$ cat config.mk
export PLATFORM = sky130hd
export DESIGN_NAME = alu_vector_sequencer
export DESIGN_NICKNAME = d
export VERILOG_FILES = /design/src/rtl/alu_seq_pkg.sv /design/src/rtl/alu_vector_sequencer_decoder.sv /design/src/rtl/alu_vector_sequencer.sv
export SDC_FILE = /design/constraint.sdc
export NUM_CORES = 1
export LEC_CHECK = 0
export BUFFER_PORTS_ARGS = -buffer_cell sky130_fd_sc_hd__buf_2
export CAP_MARGIN = 20
export CORE_AREA = 2 2 142 144
export DETAILED_ROUTE_END_ITERATION = 10
export DIE_AREA = 0 0 144 146
export MAX_ROUTING_LAYER = met4
export SLEW_MARGIN = 30
export SYNTH_ARGS = -nofsm -noshare
export SYNTH_HDL_FRONTEND = slang
export SYNTH_SLANG_ARGS = --single-unit
$ cat constraint.sdc
create_clock -name clk -period 3.1 [get_ports clk]
set_clock_uncertainty 0.2 [all_clocks]
set_input_delay 0.465 -clock clk [delete_from_list [all_inputs] [get_ports clk]]
set_output_delay 0.465 -clock clk [all_outputs]
set_load 0.02 [all_outputs]
$ cat src/rtl/alu_seq_pkg.sv
// Shared types and encodings for the vector ALU sequencer and its op decoder.
package alu_seq_pkg;

    typedef enum logic [3:0] {
        ADD, SUB, FADD, FSUB, MUL, FMUL, AND, OR, XOR, NOT,
        CMP_EQ, CMP_NE, CMP_LT, CMP_GE
    } op_e;

    typedef enum logic [1:0] {
        IDLE, ISSUE, DRAIN, DONE
    } state_e;

    // ALU output-select codes; OUT_INVALID marks an undecodable op
    localparam logic [2:0] OUT_ADDSUB  = 3'b000;
    localparam logic [2:0] OUT_FPADD   = 3'b001;
    localparam logic [2:0] OUT_MUL     = 3'b010;
    localparam logic [2:0] OUT_FPMUL   = 3'b011;
    localparam logic [2:0] OUT_BITWISE = 3'b100;
    localparam logic [2:0] OUT_INVALID = 3'b111;

    localparam logic [1:0] BW_AND = 2'b00;
    localparam logic [1:0] BW_OR  = 2'b01;
    localparam logic [1:0] BW_XOR = 2'b10;
    localparam logic [1:0] BW_NOT = 2'b11;

    localparam logic [1:0] CC_EQ = 2'b00;
    localparam logic [1:0] CC_NE = 2'b01;
    localparam logic [1:0] CC_LT = 2'b10;
    localparam logic [1:0] CC_GE = 2'b11;

    function automatic logic is_cmp(input op_e op);
        return (op == CMP_EQ) || (op == CMP_NE) || (op == CMP_LT) || (op == CMP_GE);
    endfunction

endpackage

$ cat src/rtl/alu_vector_sequencer_decoder.sv
// Combinational decode of a vector op into the shared ALU control fields.
module alu_op_decoder
    import alu_seq_pkg::*;
(
    input  op_e        op,
    output logic       addsub,
    output logic [2:0] out_ctrl,
    output logic [1:0] bitwise_ctrl,
    output logic [1:0] comp_ctrl,
    output logic       cmp
);

    // Compares run through the subtract path; unknown codes select OUT_INVALID
    always_comb begin
        addsub       = 1'b0;
        out_ctrl     = OUT_INVALID;
        bitwise_ctrl = BW_AND;
        comp_ctrl    = CC_EQ;
        cmp          = is_cmp(op);
        case (op)
            ADD:    out_ctrl = OUT_ADDSUB;
            SUB:    begin out_ctrl = OUT_ADDSUB; addsub = 1'b1; end
            FADD:   out_ctrl = OUT_FPADD;
            FSUB:   begin out_ctrl = OUT_FPADD; addsub = 1'b1; end
            MUL:    out_ctrl = OUT_MUL;
            FMUL:   out_ctrl = OUT_FPMUL;
            AND:    begin out_ctrl = OUT_BITWISE; bitwise_ctrl = BW_AND; end
            OR:     begin out_ctrl = OUT_BITWISE; bitwise_ctrl = BW_OR; end
            XOR:    begin out_ctrl = OUT_BITWISE; bitwise_ctrl = BW_XOR; end
            NOT:    begin out_ctrl = OUT_BITWISE; bitwise_ctrl = BW_NOT; end
            CMP_EQ: begin out_ctrl = OUT_ADDSUB; addsub = 1'b1; comp_ctrl = CC_EQ; end
            CMP_NE: begin out_ctrl = OUT_ADDSUB; addsub = 1'b1; comp_ctrl = CC_NE; end
            CMP_LT: begin out_ctrl = OUT_ADDSUB; addsub = 1'b1; comp_ctrl = CC_LT; end
            CMP_GE: begin out_ctrl = OUT_ADDSUB; addsub = 1'b1; comp_ctrl = CC_GE; end
            default: out_ctrl = OUT_INVALID;
        endcase
    end

endmodule

$ cat src/rtl/alu_vector_sequencer.sv
// Sequences one vector instruction at a time over the shared single-element ALU.
// Handshake: an instruction transfers on a cycle where instr_valid && instr_ready;
// instr_ready is high only in IDLE, so instructions never overlap.
// Pipeline: element read (ISSUE) -> ALU / writeback-register stage -> rf write.
module alu_vector_sequencer
    import alu_seq_pkg::*;
#(
    parameter int WIDTH    = 32,
    parameter int VLEN_MAX = 32,
    parameter int ADDR_W   = 6
) (
    input  logic                        clk,
    input  logic                        rst_n,
    input  logic                        instr_valid,
    output logic                        instr_ready,
    input  logic [3:0]                  instr_op,
    input  logic [$clog2(VLEN_MAX):0]   instr_vl,
    input  logic [ADDR_W-1:0]           instr_vd,
    input  logic [ADDR_W-1:0]           instr_vs1,
    input  logic [ADDR_W-1:0]           instr_vs2,
    input  logic [ADDR_W-1:0]           instr_vs3,
    input  logic                        instr_use_c,
    input  logic                        instr_masked,
    output logic                        rf_re,
    output logic [ADDR_W-1:0]           rf_raddr_a,
    output logic [ADDR_W-1:0]           rf_raddr_b,
    output logic [ADDR_W-1:0]           rf_raddr_c,
    input  logic [WIDTH-1:0]            rf_rdata_a,
    input  logic [WIDTH-1:0]            rf_rdata_b,
    input  logic [WIDTH-1:0]            rf_rdata_c,
    output logic [WIDTH-1:0]            alu_a,
    output logic [WIDTH-1:0]            alu_b,
    output logic [WIDTH-1:0]            alu_c,
    output logic                        alu_addsub,
    output logic                        alu_mux_ctrl,
    output logic [2:0]                  alu_out_ctrl,
    output logic [1:0]                  alu_bitwise_ctrl,
    output logic [1:0]                  alu_comp_ctrl,
    input  logic [WIDTH-1:0]            alu_result,
    input  logic                        alu_predicate,
    output logic                        rf_we,
    output logic [ADDR_W-1:0]           rf_waddr,
    output logic [WIDTH-1:0]            rf_wdata,
    output logic [VLEN_MAX-1:0]         mask_q,
    output logic                        busy,
    output logic                        done,
    output logic [1:0]                  state_dbg
);

    localparam int CNT_W = $clog2(VLEN_MAX) + 1;
    localparam int IDX_W = $clog2(VLEN_MAX);

    state_e             state, state_n;
    op_e                op_q;
    logic [CNT_W-1:0]   vl_q, idx, vl_eff;
    logic [ADDR_W-1:0]  vd_q, vs1_q, vs2_q, vs3_q;
    logic               use_c_q, masked_q;
    logic               s2_valid;
    logic [IDX_W-1:0]   idx_d;
    logic               accept, dec_cmp, write_ok;

    assign accept = instr_valid && instr_ready;
    assign vl_eff = (instr_vl > CNT_W'(VLEN_MAX)) ? CNT_W'(VLEN_MAX) : instr_vl;

    alu_op_decoder u_dec (
        .op           (op_q),
        .addsub       (alu_addsub),
        .out_ctrl     (alu_out_ctrl),
        .bitwise_ctrl (alu_bitwise_ctrl),
        .comp_ctrl    (alu_comp_ctrl),
        .cmp          (dec_cmp)
    );

    assign rf_raddr_a   = vs1_q + ADDR_W'(idx);
    assign rf_raddr_b   = vs2_q + ADDR_W'(idx);
    assign rf_raddr_c   = vs3_q + ADDR_W'(idx);
    assign alu_a        = rf_rdata_a;
    assign alu_b        = rf_rdata_b;
    assign alu_c        = rf_rdata_c;
    assign alu_mux_ctrl = use_c_q;
    assign state_dbg    = state;
    // A masked element is suppressed when its current mask bit is clear
    assign write_ok     = !(masked_q && !mask_q[idx_d]);

    // Next-state and FSM-derived strobes
    always_comb begin
        state_n     = state;
        instr_ready = 1'b0;
        busy        = 1'b1;
        rf_re       = 1'b0;
        done        = 1'b0;
        case (state)
            IDLE: begin
                instr_ready = 1'b1;
                busy        = 1'b0;
                if (accept) state_n = (vl_eff == '0) ? DONE : ISSUE;
            end
            ISSUE: begin
                rf_re = 1'b1;
                if (idx == vl_q - CNT_W'(1)) state_n = DRAIN;
            end
            DRAIN:   state_n = DONE;
            DONE: begin
                done    = 1'b1;
                state_n = IDLE;
            end
            default: state_n = IDLE;
        endcase
    end

    // State register, instruction latch and element index pipeline
    always_ff @(posedge clk) begin
        if (!rst_n) begin
            state    <= IDLE;
            idx      <= '0;
            idx_d    <= '0;
            s2_valid <= 1'b0;
            op_q     <= ADD;
            vl_q     <= '0;
            vd_q     <= '0;
            vs1_q    <= '0;
            vs2_q    <= '0;
            vs3_q    <= '0;
            use_c_q  <= 1'b0;
            masked_q <= 1'b0;
        end else begin
            state    <= state_n;
            s2_valid <= (state == ISSUE);
            idx_d    <= idx[IDX_W-1:0];
            if (accept) begin
                idx      <= '0;
                op_q     <= op_e'(instr_op);
                vl_q     <= vl_eff;
                vd_q     <= instr_vd;
                vs1_q    <= instr_vs1;
                vs2_q    <= instr_vs2;
                vs3_q    <= instr_vs3;
                use_c_q  <= instr_use_c;
                masked_q <= instr_masked;
            end else if (state == ISSUE) begin
                idx <= idx + CNT_W'(1);
            end
        end
    end

    // Stage 2: register the write or fold the compare predicate into the mask
    always_ff @(posedge clk) begin
        if (!rst_n) begin
            rf_we    <= 1'b0;
            rf_waddr <= '0;
            rf_wdata <= '0;
            mask_q   <= '1;
        end else begin
            rf_we <= 1'b0;
            if (s2_valid) begin
                if (dec_cmp) begin
                    if (write_ok) mask_q[idx_d] <= alu_predicate;
                end else begin
                    rf_we    <= write_ok;
                    rf_waddr <= vd_q + ADDR_W'(idx_d);
                    rf_wdata <= (alu_out_ctrl == OUT_INVALID) ? '0 : alu_result;
                end
            end
        end
    end

endmodule

== Yosys cells after proc, flatten, opt, wreduce, memory -nomap -nowiden ==
Cells that the tools add are included.

* Flip-flop bits (word level): 121
* Logic and storage cells: 88

* $add $sub $neg: 6
* Bitwise operators: 4
* Reductions and logical operators: 20
* Eq/ne operators: 20
* Magnitude comparators: 3
* Multiplexer cells: 19

{| class="wikitable"
|+ Operator list
! cell !! number
|-
| 32-bit bitwise mux || 1
|-
| 32-bit two-way mux || 1
|-
| 4-bit == test (second input constant) || 6
|-
| 6-bit adder || 3
|-
| 4-bit by 3-bit == test with 1-bit output (second input constant) || 4
|-
| 3-bit one-hot mux with 5 select lines || 1
|-
| 2-bit one-hot mux with 3 select lines || 2
|-
| 6-bit OR reduction || 2
|-
| 4-bit by 2-bit == test with 1-bit output (second input constant) || 2
|-
| 2-bit one-hot mux with 4 select lines || 1
|-
| 1-bit two-way mux || 7
|-
| 6-bit by 1-bit adder with 6-bit output (second input constant) || 1
|-
| 6-bit by 5-bit adder with 6-bit output || 1
|-
| 6-bit == test || 1
|-
| 6-bit greater-than comparator (second input constant) || 1
|-
| 6-bit logical NOT || 1
|-
| 5-bit by 6-bit < comparator with 1-bit output (second input constant) || 1
|-
| 2-bit two-way mux || 3
|-
| 6-bit two-way mux || 1
|-
| 6-bit by 1-bit subtractor with 6-bit output (second input constant) || 1
|-
| 1-bit binary-select mux with 5-bit select || 1
|-
| 1-bit demux with 5-bit select || 1
|-
| 5-bit by 1-bit >= comparator with 1-bit output (second input constant) || 1
|-
| 2-bit == test (second input constant) || 2
|-
| other kinds (15) || 26
|}

== Depth between registers and ports, before layout ==
* Depth in word-level cells: 6
* Depth in mapped cells: 9
* Mapped depth without buffers: 9

== Hierarchy ==
Synthesis repeated with hierarchy kept, for this count alone.

* Cell total of the unflattened synthesis: 735
* Area, all modules: 6502.5 sq um

{| class="wikitable"
|+ By module, submodules not included
! module !! seq. area each (sq um) !! cells an instance !! times used !! area each (sq um)
|-
| alu_vector_sequencer || 2422.3 || 717 || 1 || 6336.1
|-
| alu_op_decoder || 0.0 || 18 || 1 || 166.4
|}

== Worst setup path after synthesis ==
Ideal clock, no wire load.

* Path kind: register -> register
* From: register vl_q[0]
* To: register state[1], in the netlist state_dbg[1]
* Path slack: 596 ps
* Stages on the path, launching flop included: 7
* Data required time: 2805 ps
* Arrival time: 2208 ps
* Library setup time: 95 ps
* Path through: dfxtp_1 -> or4_4 -> or3_1 -> a2111oi_1 -> inv_1 -> or3_1 -> a221oi_1

* Word-level cells in the longest chain between the ends: 4

{| class="wikitable"
|+ RTL lines
! what !! line !! source
|-
| start, declared || alu_vector_sequencer.sv:55 || <nowiki>logic [CNT_W-1:0] vl_q, idx, vl_eff;</nowiki>
|-
| start signal, assigned || alu_vector_sequencer.sv:133 || <nowiki>vl_q <= vl_eff;</nowiki>
|-
| 6-bit by 1-bit subtractor with 6-bit output || alu_vector_sequencer.sv:100 || <nowiki>if (idx == vl_q - CNT_W'(1)) state_n = DRAIN;</nowiki>
|-
| 6-bit == test || alu_vector_sequencer.sv:100 ||
|-
| 2-bit != test (no source line) || - ||
|-
| 2-bit AND reduction (no source line) || - ||
|-
| end signal, assigned || alu_vector_sequencer.sv:127 || <nowiki>state <= state_n;</nowiki>
|-
| end, declared || alu_vector_sequencer.sv:53 || <nowiki>state_e state, state_n;</nowiki>
|}

Every way passes these cells.
A chain may end at the register's enable or synchronous reset.

== Worst setup path after layout ==
* From: register idx[1]
* To: output rf_raddr_a[4]

* Word-level cells in the longest chain between the ends: 1

{| class="wikitable"
|+ RTL lines
! what !! line !! source
|-
| start, declared || alu_vector_sequencer.sv:55 ||
|-
| start signal, assigned || alu_vector_sequencer.sv:141 || <nowiki>idx <= idx + CNT_W'(1);</nowiki>
|-
| 6-bit adder || alu_vector_sequencer.sv:74 || <nowiki>assign rf_raddr_a = vs1_q + ADDR_W'(idx);</nowiki>
|-
| end, declared || alu_vector_sequencer.sv:25 || <nowiki>output logic [ADDR_W-1:0] rf_raddr_a,</nowiki>
|}

Every way passes these cells.

==> flow_summary.yaml <==
worst_setup_path:
  r2r_start: "idx_d[0]$_SDFF_PN0_"
  timing_worst_setup_path_type: "register to output pin"
  r2r_end: "mask_q[30]$_SDFFE_PN1P_"
  required_ps: 2430
  end_kind: "output pin"
  r2r_cells: 7
  cp-start-kind: "register"
  path_max_fanout: 8
  cp_data_arrival_time_ps: 2270
  rrSetupSlack_ps: 390
synthesis:
  yosys.area_share.simple_pct: 10.0
  ys_warn_count: 0
  synth-edff-count: 0
  synth.distinct_cells: 50
  ys_ff_latch: 121
  synth.area.top_cells: "dfxtp_1, buf_4, a22o_1"
  syn-instance-count: 676
  yosys.area.top_type: "dfxtp_1"
  yosysSeqAreaShare_pct: 38.3
  postSynth.asyncResetShare_pct: 0
  syn_nets: 874
  synth_compound_area_share_pct: 20.9
  syn-cell-area_sq_um: 6320
  synth_top_area_share_pct: 38.3
  syn_avg_cell_area_sq_um: 9.35
  synth_ff_type: "dfxtp_1"
  synthAdderAreaFrac_pct: 6.42
  synth_xor_area_share_pct: 4.57
  synth_mux_area_share_pct: 3.90
  synth_top_family_by_area: "compound AO/OA/AOI/OAI gates"
timing:
  period_needed_ps: 2940
  max_freq_mhz: 340
  slew_violations: 0
  rsz0062_at_grt: "false"
  hold_violations: 0
  setup_violations: 0
  tns_ps: 0
  final.period_utilization_pct: 94.8
  tightest_slew_ps: 800
  slew_headroom_pct: 46.6
global_routing:
  antenna_found_initial: 5
  grt_pass1_wl_um: 26600
  grt_pass1_vias: 5019
  overflow: 0
  grt.total_usage_pct: 16.6
  grt_start_max_net_pins: 33
clock_network:
  cts_max_level: 4
  cts.sinks: 121
  cts_tree: "yes"
  insertion_delay_ps: 410
  cts_buffer_depth: 2
  root_buffer: "clkbuf_16"
  cts-buffers-inserted: 17
  clkTransAtPathRegs_ps: 60
  cts_setup_buffers: 0
power:
  pwr-share-comb_pct: 24.4
  leakage_nw: 3.24
  intPower_mw: 3.39
  pwr-share-seq_pct: 37.8
  ir_drop_mv: 0.390
  switching_share_pct: 32.5
  p_per_area_nw_per_um2: 681
  power_switching_mw: 1.63
  p_clk_share_pct: 37.8
route:
  drc: 0
  drtIter0Drc: 376
  antenna_left: 0
  vias_per_cell: 4.92
  wl_per_cell_um: 16.3
  drt-total-wl_um: 16800
  first_pass_iters: 5
  vias: 5068
worst_hold_path:
  hold_class: "input port to register"
  holdPathStages: 3
  hp-start: "instr_vs1[1]"
  hold_end: "vs1_q[1]$_SDFFE_PN0P_"
layout:
  utilization_pct: 38.1
  fin_nets: 946
  fill_cells: 1953
  areaGrowthSynthToFinish_pct: 16.6
  fin_cells: 1031
  drive_gt1_share_pct: 31.3
placed_design:
  numPortBuffers: 175
  gp_congestion: 0.885
  post-dp-hpwl_um: 12300
  dp_cells: 994
die:
  start_util_pct: 32.7
  core_area_sq_um: 19300
  die-width_um: 144
  rows: 51
  die_y_um: 146
  dieArea_sq_um: 21000
  ios: 368
run:
  maxCapViolCount: 0
outcome:
  status: "finished clean"
[stage by stage]
| step | hold slack (ps) | power (mW) | worst slack (ps) | instance area, sq um |
|---|---|---|---|---|
| after floorplan | 250 | 2.93 | 596 | 6320 |
| after global placement | 240 | 3.15 | 476 | 6780 |
| after detailed placement | 244 | 3.17 | 372 | 6780 |
| after CTS | 33.1 | 5.09 | 108 | 7350 |
| after global routing | 40.1 | 5.31 | 0.250 | 7370 |
| final | 47.2 | 5.02 | 163 | 7370 |
[cell families (layout without fill, tap and decap cells)]
kind of cell,count (synthesis),count (layout)
flops,121,121
xor+xnor,33,33
buf+inv,170,255
other cells,0,5
mux,17,17
fa+ha+maj,30,30
simple gates,125,125
compound gates,180,180
[cells in the final DEF, fill, tap and decap left out, drive strengths merged, types with 7 or more instances in the layout]
cell type	netlist	layout
xnor2	26	26
dfxtp	121	121
nor2	21	21
nand2	32	32
or3	7	7
o22ai	17	17
o41ai	12	12
ha	26	26
mux2i	10	10
inv	32	33
xor2	7	7
o21ai	28	28
clkbuf	37	22
nand3	31	31
buf	101	191
a22o	61	61
a21o	9	9
a21oi	23	23
[synth_stat cells, types with 2 or more instances]
| master | number |
|---|---|
| a21o_1 | 9 |
| a21oi_1 | 23 |
| a221oi_1 | 2 |
| a22o_1 | 61 |
| and2_1 | 6 |
| and3_1 | 5 |
| and3b_1 | 2 |
| buf_1 | 3 |
| buf_4 | 97 |
| clkbuf_1 | 37 |
| dfxtp_1 | 121 |
| fa_1 | 4 |
| ha_1 | 26 |
| inv_1 | 32 |
| mux2i_1 | 10 |
| mux4_2 | 6 |
| nand2_1 | 32 |
| nand3_1 | 31 |
| nand4_1 | 3 |
| nor2_1 | 21 |
| nor2b_1 | 4 |
| nor3_1 | 4 |
| o2111ai_1 | 2 |
| o211ai_1 | 6 |
| o21ai_0 | 28 |
| o21bai_1 | 5 |
| o22ai_1 | 17 |
| o311ai_0 | 5 |
| o41ai_1 | 12 |
| or3_1 | 7 |
| or4_1 | 5 |
| xnor2_1 | 26 |
| xor2_1 | 7 |
[worst max-delay path, cell delays in order (launching register included)]
cell     delay, ps
dfxtp_1        500
inv_1          240
fa_1           490
inv_1           70
a21o_1         100
a21oi_1         80
xnor2_1        180
buf_2          200
[per-layer routing]
metal | part of all wire (%) | GRT usage [%] | vias to the layer above
met1 | 44 | 20.7 | 2304
li1 | - | - | 2509
met3 | 9.4 | 6.88 | 44
met4 | 2.8 | 5.74 | 0
met2 | 44 | 24.0 | 211
met5 | 0 | - | -
[power groups by stage]
stage	sequential, mW	combinational [mW]	clock (mW)
6_report	1.90	1.22	1.90
5_1_grt	1.93	1.36	2.02
4_1_cts	1.90	1.25	1.95
3_5_place_dp	1.93	1.24	0
3_3_place_gp	1.93	1.23	0
2_1_floorplan	1.95	0.973	0
[flip-flops by register name, indices dropped and copies added (netlist names)]
signal        count
s2_valid          1
vd_q              6
vl_q              6
vs3_q             6
mask_q           32
idx               6
op_q              4
masked_q          1
state_dbg         2
vs2_q             6
idx_d             5
rf_wdata         32
rf_waddr          6
rf_we             1
vs1_q             6
alu_mux_ctrl      1
[cell type report]
| cell class | instances | area (sq um) | share of cell area [%] |
|---|---|---|---|
| antenna | 5 | 12.5 | 0.170 |
| clock buffer | 22 | 484 | 6.57 |
| clock inverter | 10 | 92.6 | 1.26 |
| inverter | 32 | 120 | 1.63 |
| multi-input combinational | 385 | 2910 | 39.5 |
| sequential | 121 | 2420 | 32.9 |
| tap | 265 | 332 | 4.50 |
| timing repair buffer | 191 | 996 | 13.5 |
[timing repair]
item / in CTS / in global routing
hold buffers: 0 / 0
setup endpoints to repair: 0 / 2
resized for setup: 0 / 1
[worst max-delay path by stage]
stage	from	end	slack, ps	depth (start not counted)
6_report	idx[1]$_SDFFE_PP0P_	rf_raddr_a[4]	160	7
5_1_grt	idx[1]$_SDFFE_PP0P_	rf_raddr_a[4]	0.2	7
4_1_cts	idx[0]$_SDFFE_PP0P_	rf_raddr_c[4]	110	8
3_5_place_dp	idx_d[0]$_SDFF_PN0_	mask_q[30]$_SDFFE_PN1P_	370	7
3_3_place_gp	idx_d[0]$_SDFF_PN0_	mask_q[29]$_SDFFE_PN1P_	480	7
2_1_floorplan	vl_q[0]$_SDFFE_PN0P_	state_dbg[1]$_SDFFE_PN0P_	600	6
No activity file was read; power rests on OpenSTA's default activity.
